**src/rtl/lif_neuron_if.sv**
```systemverilog
// Time-step bus between a layer controller and one lif_neuron: step strobe, flush,
// presynaptic spikes, weights in; spike, membrane potential, refractory flag out.
interface lif_neuron_if #(
  parameter int NUM_INPUTS = 16,
  parameter int WBITS      = 4,
  parameter int POT_BITS   = 10
);
  logic                                 step_valid;
  logic                                 clear;
  logic [NUM_INPUTS-1:0]                spikes_in;
  logic [NUM_INPUTS-1:0][WBITS-1:0]     weights;
  logic                                 spike_out;
  logic [POT_BITS-1:0]                  potential;
  logic                                 refractory;

  modport master (
    output step_valid, clear, spikes_in, weights,
    input  spike_out, potential, refractory
  );

  modport slave (
    input  step_valid, clear, spikes_in, weights,
    output spike_out, potential, refractory
  );
endinterface

```
**src/rtl/lif_neuron.sv**
```systemverilog
// Clocked leaky integrate-and-fire neuron with saturating potential and refractory period.
// Define LIF_NEURON_LEAK_EN to compile in the v - (v >> LEAK_SHIFT) leak; otherwise a pure integrator.
module lif_neuron #(
  parameter int NUM_INPUTS   = 16,
  parameter int WBITS        = 4,
  parameter int POT_BITS     = 10,
  parameter int THRESHOLD    = 20,
  parameter int REFRAC_STEPS = 2,
  parameter int LEAK_SHIFT   = 2
) (
  input  logic         clk,
  input  logic         rst_n,
  lif_neuron_if.slave  bus
);

  localparam int SUM_BITS = WBITS + $clog2(NUM_INPUTS + 1);
  localparam int ADD_BITS = ((POT_BITS > SUM_BITS) ? POT_BITS : SUM_BITS) + 1;
  localparam int RC_BITS  = (REFRAC_STEPS > 0) ? $clog2(REFRAC_STEPS + 1) : 1;

  localparam logic [POT_BITS-1:0] POT_MAX = '1;
  localparam logic [31:0]         THR     = THRESHOLD;
  localparam logic [RC_BITS-1:0]  RC_INIT = RC_BITS'(REFRAC_STEPS);
  localparam logic [RC_BITS-1:0]  RC_ONE  = RC_BITS'(1);

`ifdef LIF_NEURON_LEAK_EN
  localparam bit LEAK_ON = 1'b1;
`else
  localparam bit LEAK_ON = 1'b0;
`endif

  typedef enum logic {
    INTEGRATE  = 1'b0,
    REFRACTORY = 1'b1
  } state_t;

  state_t              state_q, state_d;
  logic [RC_BITS-1:0]  rc_q, rc_d;
  logic [POT_BITS-1:0] v_q, v_d;
  logic                spike_q, spike_d;

  logic [SUM_BITS-1:0] sum;
  logic [POT_BITS-1:0] v_l;
  logic [ADD_BITS-1:0] v_sum;
  logic [POT_BITS-1:0] v_n;
  logic                fire;

  // NOTE: blocking '=' is correct here because this is combinational accumulation
  // within one evaluation; registered state below uses '<=' only.
  always_comb begin
    sum = '0;
    for (int i = 0; i < NUM_INPUTS; i++) begin
      if (bus.spikes_in[i]) sum = sum + SUM_BITS'(bus.weights[i]);
    end
  end

  always_comb begin
    v_l   = LEAK_ON ? (v_q - (v_q >> LEAK_SHIFT)) : v_q;
    v_sum = ADD_BITS'(v_l) + ADD_BITS'(sum);
    // Anything above the potential width saturates to the top code.
    v_n   = (|v_sum[ADD_BITS-1:POT_BITS]) ? POT_MAX : v_sum[POT_BITS-1:0];
    fire  = 32'(v_n) > THR;
  end

  // NOTE: every output of this block gets a default first, so no path leaves a
  // variable unassigned and no latch is inferred.
  always_comb begin
    state_d = state_q;
    rc_d    = rc_q;
    v_d     = v_q;
    spike_d = 1'b0;
    if (bus.clear) begin
      state_d = INTEGRATE;
      rc_d    = '0;
      v_d     = '0;
    end else if (bus.step_valid) begin
      unique case (state_q)
        INTEGRATE: begin
          if (fire) begin
            spike_d = 1'b1;
            v_d     = '0;
            rc_d    = RC_INIT;
            state_d = (REFRAC_STEPS > 0) ? REFRACTORY : INTEGRATE;
          end else begin
            v_d = v_n;
          end
        end
        REFRACTORY: begin
          // The step that leaves refractory does not integrate.
          v_d  = '0;
          rc_d = rc_q - RC_ONE;
          if (rc_q == RC_ONE) state_d = INTEGRATE;
        end
      endcase
    end
  end

  // NOTE: only control/state registers exist here, so all of them take the async reset.
  always_ff @(posedge clk or negedge rst_n) begin
    if (!rst_n) begin
      state_q <= INTEGRATE;
      rc_q    <= '0;
      v_q     <= '0;
      spike_q <= 1'b0;
    end else begin
      state_q <= state_d;
      rc_q    <= rc_d;
      v_q     <= v_d;
      spike_q <= spike_d;
    end
  end

  assign bus.spike_out  = spike_q;
  assign bus.potential  = v_q;
  assign bus.refractory = (state_q == REFRACTORY);

endmodule
```
**src/flat_wrapper.sv**
```systemverilog
// flat-port wrapper written by rule: the top's interface ports become plain ports
module lif_neuron_flat 
#(
  parameter int NUM_INPUTS   = 16,
  parameter int WBITS        = 4,
  parameter int POT_BITS     = 10,
  parameter int THRESHOLD    = 20,
  parameter int REFRAC_STEPS = 2,
  parameter int LEAK_SHIFT   = 2
)
  (clk, rst_n, bus_step_valid, bus_clear, bus_spikes_in, bus_weights, bus_spike_out, bus_potential, bus_refractory);
  lif_neuron_if #(.NUM_INPUTS(NUM_INPUTS), .WBITS(WBITS), .POT_BITS(POT_BITS)) bus_i ();
  input  logic clk;
  input  logic rst_n;
  input wire logic [$bits(bus_i.step_valid)-1:0] bus_step_valid;
  input wire logic [$bits(bus_i.clear)-1:0] bus_clear;
  input wire logic [$bits(bus_i.spikes_in)-1:0] bus_spikes_in;
  input wire logic [$bits(bus_i.weights)-1:0] bus_weights;
  output wire logic [$bits(bus_i.spike_out)-1:0] bus_spike_out;
  output wire logic [$bits(bus_i.potential)-1:0] bus_potential;
  output wire logic [$bits(bus_i.refractory)-1:0] bus_refractory;
  assign bus_i.step_valid = bus_step_valid;
  assign bus_i.clear = bus_clear;
  assign bus_i.spikes_in = bus_spikes_in;
  assign bus_i.weights = bus_weights;
  assign bus_spike_out = bus_i.spike_out;
  assign bus_potential = bus_i.potential;
  assign bus_refractory = bus_i.refractory;
  lif_neuron #(.NUM_INPUTS(NUM_INPUTS), .WBITS(WBITS), .POT_BITS(POT_BITS), .THRESHOLD(THRESHOLD), .REFRAC_STEPS(REFRAC_STEPS), .LEAK_SHIFT(LEAK_SHIFT)) u_core (.clk(clk), .rst_n(rst_n), .bus(bus_i));
endmodule
```
**config.mk**
```make
export PLATFORM = sky130hd
export DESIGN_NAME = lif_neuron_flat
export DESIGN_NICKNAME = d
export VERILOG_FILES = /design/src/rtl/lif_neuron_if.sv /design/src/rtl/lif_neuron.sv /design/src/flat_wrapper.sv
export SDC_FILE = /design/constraint.sdc
export NUM_CORES = 1
export LEC_CHECK = 0
export BUFFER_PORTS_ARGS = -buffer_cell sky130_fd_sc_hd__buf_2
export CAP_MARGIN = 10
export CORE_ASPECT_RATIO = 1.4
export CORE_MARGIN = 4
export CORE_UTILIZATION = 55
export CTS_CLUSTER_SIZE = 14
export DETAILED_ROUTE_END_ITERATION = 8
export PLACE_DENSITY = 0.79
export SLEW_MARGIN = 20
export SYNTH_ARGS = -nofsm -noshare
export SYNTH_HDL_FRONTEND = slang
export SYNTH_SLANG_ARGS = --single-unit
```
**constraint.sdc**
```tcl
create_clock -name clk -period 3.8 [get_ports clk]
set_clock_uncertainty 0.15 [all_clocks]
set_input_delay 0.57 -clock clk [delete_from_list [all_inputs] [get_ports clk]]
set_output_delay 0.57 -clock clk [all_outputs]
set_load 0.01 [all_outputs]
```
==> run_results.csv <==
group,metric,value,unit
status,run_status,"finished with violations",
status,failed_checks,"negative setup slack",
routing,vias,5844,
clocking,cts_sinks,14,
timing,period_needed,14440,ps
placement,dp.final_hpwl,12.0,mm
worst_setup_path,critical-path-max-stage-delay,420,ps
yosys,synth-edff-count,0,
finish,fin_nets,1104,
routing,ant_nets,0,
clocking,clk_latency,240,ps
yosys,synth_nets,818,
yosys,synth-main-ff-cell,"dfrtp_1",
grt,first_global_vias,6069,
yosys,synthXorXnorAreaFrac,13.3,%
finish,fin_cells,1040,
worst_setup_path,crit_required,3810,ps
worst_setup_path,worstPathArrival,14450,ps
yosys,synth_compound_area_share,23.0,%
clocking,tritoncts,"built",
timing,slew_headroom,53.1,%
worst_setup_path,path_max_fanout,6,
finish,postLayoutCellArea,7690,um^2
routing,drt_first_pass_iters,4,
finish,multi_input_area,4910,um^2
grt,met2_usage,53.8,%
floorplanning,start_util,56.6,%
placement,dp_slack,-10860,ps
yosys,synth.avg_cell_area,7.93,um^2
timing,holdWs,60.3,ps
placement,place_inst,1020,
finish,drive_above_1_share,43.5,%
grt,overflow,0,
grt,gr-usage-all-layers,25.6,%
floorplanning,rows,41,
yosys,syn_inst,648,
routing,routed_wl,15.5,mm
clocking,cts_buffer_depth,2,
yosys,yosysSeqAreaShare,6.82,%
grt,grt_pass1_wl,23.6,mm
placement,placed_cell_area,7210,um^2
floorplanning,die_area,11000,um^2
grt,grt_util_met1,24.3,%
worst_setup_path,cpMaxStageDelayCell,"or3_4",
yosys,synth_top_family_by_area,"adder cells",
timing,fin_crit_sh,380,%
placement,io_buffers,95,
yosys,yosys.area_share.simple,19.7,%
yosys,yosysUniqueCellTypes,71,
worst_setup_path,rr_startpoint,"u_core.bus.potential[0]",
clocking,cts_max_level,1,
routing,post_drt_wl_per_cell,14.9,um
worst_setup_path,crit_type,"in -> reg",
yosys,ys_seq_elements,14,
timing,finalSetupViolCount,9,
routing,drt_iter0_drc,260,
clocking,cts_root_buf,"clkbuf_16",
placement,routabilityCongestion,0.897,
flow_run,max_cap_violations,0,
routing,viasPerCell,5.62,
worst_setup_path,crit_path_end_kind,"flop",
worst_setup_path,crit_start,"bus_spikes_in[0]",
timing,slew_violations,0,
worst_setup_path,start_kind,"input pin",
finish,regArea,350,um^2
yosys,async_flop_share,100,%
hold_path,worstHoldPathType,"in -> async",
floorplanning,die_w,89.7,um
clocking,path_clk_slew,50,ps
yosys,synthAdderAreaFrac,23.3,%
yosys,ys_warn_count,0,
timing,hold_viol_final,0,
clocking,cts_hold_buf,0,
yosys,syn-cell-area,5140,um^2
worst_setup_path,cp_common_cell,"ha_1",
finish,fill_cells,505,
floorplanning,core,9080,um^2
finish,syn_to_final_growth,49.7,%
floorplanning,ios,96,
grt,grt_max_degree,15,
grt,antenna_found_initial,0,
clocking,numCtsBuffers,3,
routing,drc,0,
timing,setup_ws,-10640,ps
grt,use_met3,1.61,%
grt,busiest_layer,"met2",
timing,rsz0062_at_grt,"true",
finish,num_antenna_cells,0,
floorplanning,die_h,122,um
timing,fmaxAchievable,69.2,MHz
timing,tightest_slew,700,ps
yosys,muxShareOfSynthArea,8.06,%
==> registers in the layout, summed over array words and instances, names as in the netlist <==
signal / cells
u_core.bus.spike_out: 1
u_core.rc_q: 2
u_core.bus.potential: 10
u_core.bus.refractory: 1
==> layout by cell type, fill, tap and decap left out, drive strengths merged, types with 6 or more instances in the layout <==
| master | Yosys | final |
|---|---|---|
| a21oi | 40 | 40 |
| nor3 | 9 | 9 |
| o31ai | 9 | 9 |
| ha | 70 | 70 |
| a211oi | 6 | 6 |
| mux2i | 14 | 14 |
| dfrtp | 14 | 14 |
| xor2 | 13 | 13 |
| nand2b | 18 | 18 |
| o21ai | 53 | 53 |
| mux2 | 24 | 24 |
| nand2 | 49 | 49 |
| nor2 | 41 | 41 |
| buf | 6 | 293 |
| and2 | 11 | 11 |
| fa | 16 | 16 |
| or2 | 6 | 6 |
| xnor2 | 41 | 41 |
| nor2b | 35 | 35 |
| a21o | 25 | 25 |
| o21a | 13 | 13 |
| inv | 62 | 62 |
==> per-layer routing <==
layer	wire length, um	share of wire (%)
met4	612	4.0
met1	5410	35
met5	0	0
met3	451	2.9
met2	8990	58
==> Yosys cell counts, types with 13 or more instances <==
library cell / number / share of area (%)
mux2i_1: 13 / 2.5
xor2_1: 13 / 2.2
o21ai_1: 17 / 1.7
a21oi_1: 39 / 3.8
o21a_1: 13 / 1.9
xnor2_1: 36 / 6.1
nand2b_1: 18 / 2.2
dfrtp_1: 14 / 6.8
ha_1: 70 / 17
fa_1: 16 / 6.2
nor2_1: 41 / 3.0
nor2b_1: 35 / 4.3
mux2_2: 22 / 4.8
inv_1: 62 / 4.5
o21ai_0: 35 / 3.4
a21o_1: 25 / 3.7
nand2_1: 49 / 3.6
==> cell families (layout without fill, tap and decap cells) <==
kind of cell | after synthesis | after routing
AND/OR/NAND/NOR | 196 | 196
adder cells (fa/ha/maj) | 86 | 86
buffers and inverters | 74 | 359
flip-flops | 14 | 14
AO/OA/AOI/OAI | 181 | 181
XOR/XNOR | 59 | 59
multiplexers | 38 | 38
==> metrics by stage <==
stage | TNS (ps) | utilization (%)
after detailed placement | -96420 | 79.4
after CTS | -92120 | 82.1
after global routing | -100580 | 84.7
final | -95110 | 84.7
after floorplan | -90380 | -
after global placement | -92580 | 79.4
==> path summary, 6_finish.rpt <==
check	to	slack, ps	depth (start not counted)
worst min-delay path	u_core.bus.potential[2]	60	1
worst max-delay path	u_core.bus.potential[1]	-10640	74
worst min register to register	u_core.bus.potential[8]	390	1
max in group asynchronous	u_core.bus.potential[6]	3210	1
worst max register to register	u_core.bus.refractory	770	12
min in group clk	u_core.bus.potential[8]	390	1
==> what timing repair did <==
item,4_1_cts,5_1_grt
hold endpoints to repair,0,0
setup buffers,9,7
pin swaps,22,19
gates resized for setup,18,28
setup endpoints to repair,9,9
==> area by class of cell <==
type / instances / share of cell area [%]
clock buffers: 4 / 1.16
inverters: 62 / 3.03
multi-input cells: 560 / 63.8
flip-flops and latches: 14 / 4.56
repair buffers: 293 / 25.7
well taps: 107 / 1.74
==> worst max-delay path, delay by kind of cell <==
kind	cells	cell delay [ps]
fa+ha+maj	16	4230
compound gates	21	3970
xor+xnor	7	1110
mux	3	720
buf+inv	4	410
simple gates	23	3440
Power is left out: the tool's default activity adds up to more than one toggle a clock period on the data nets, which glitch-free logic cannot reach.
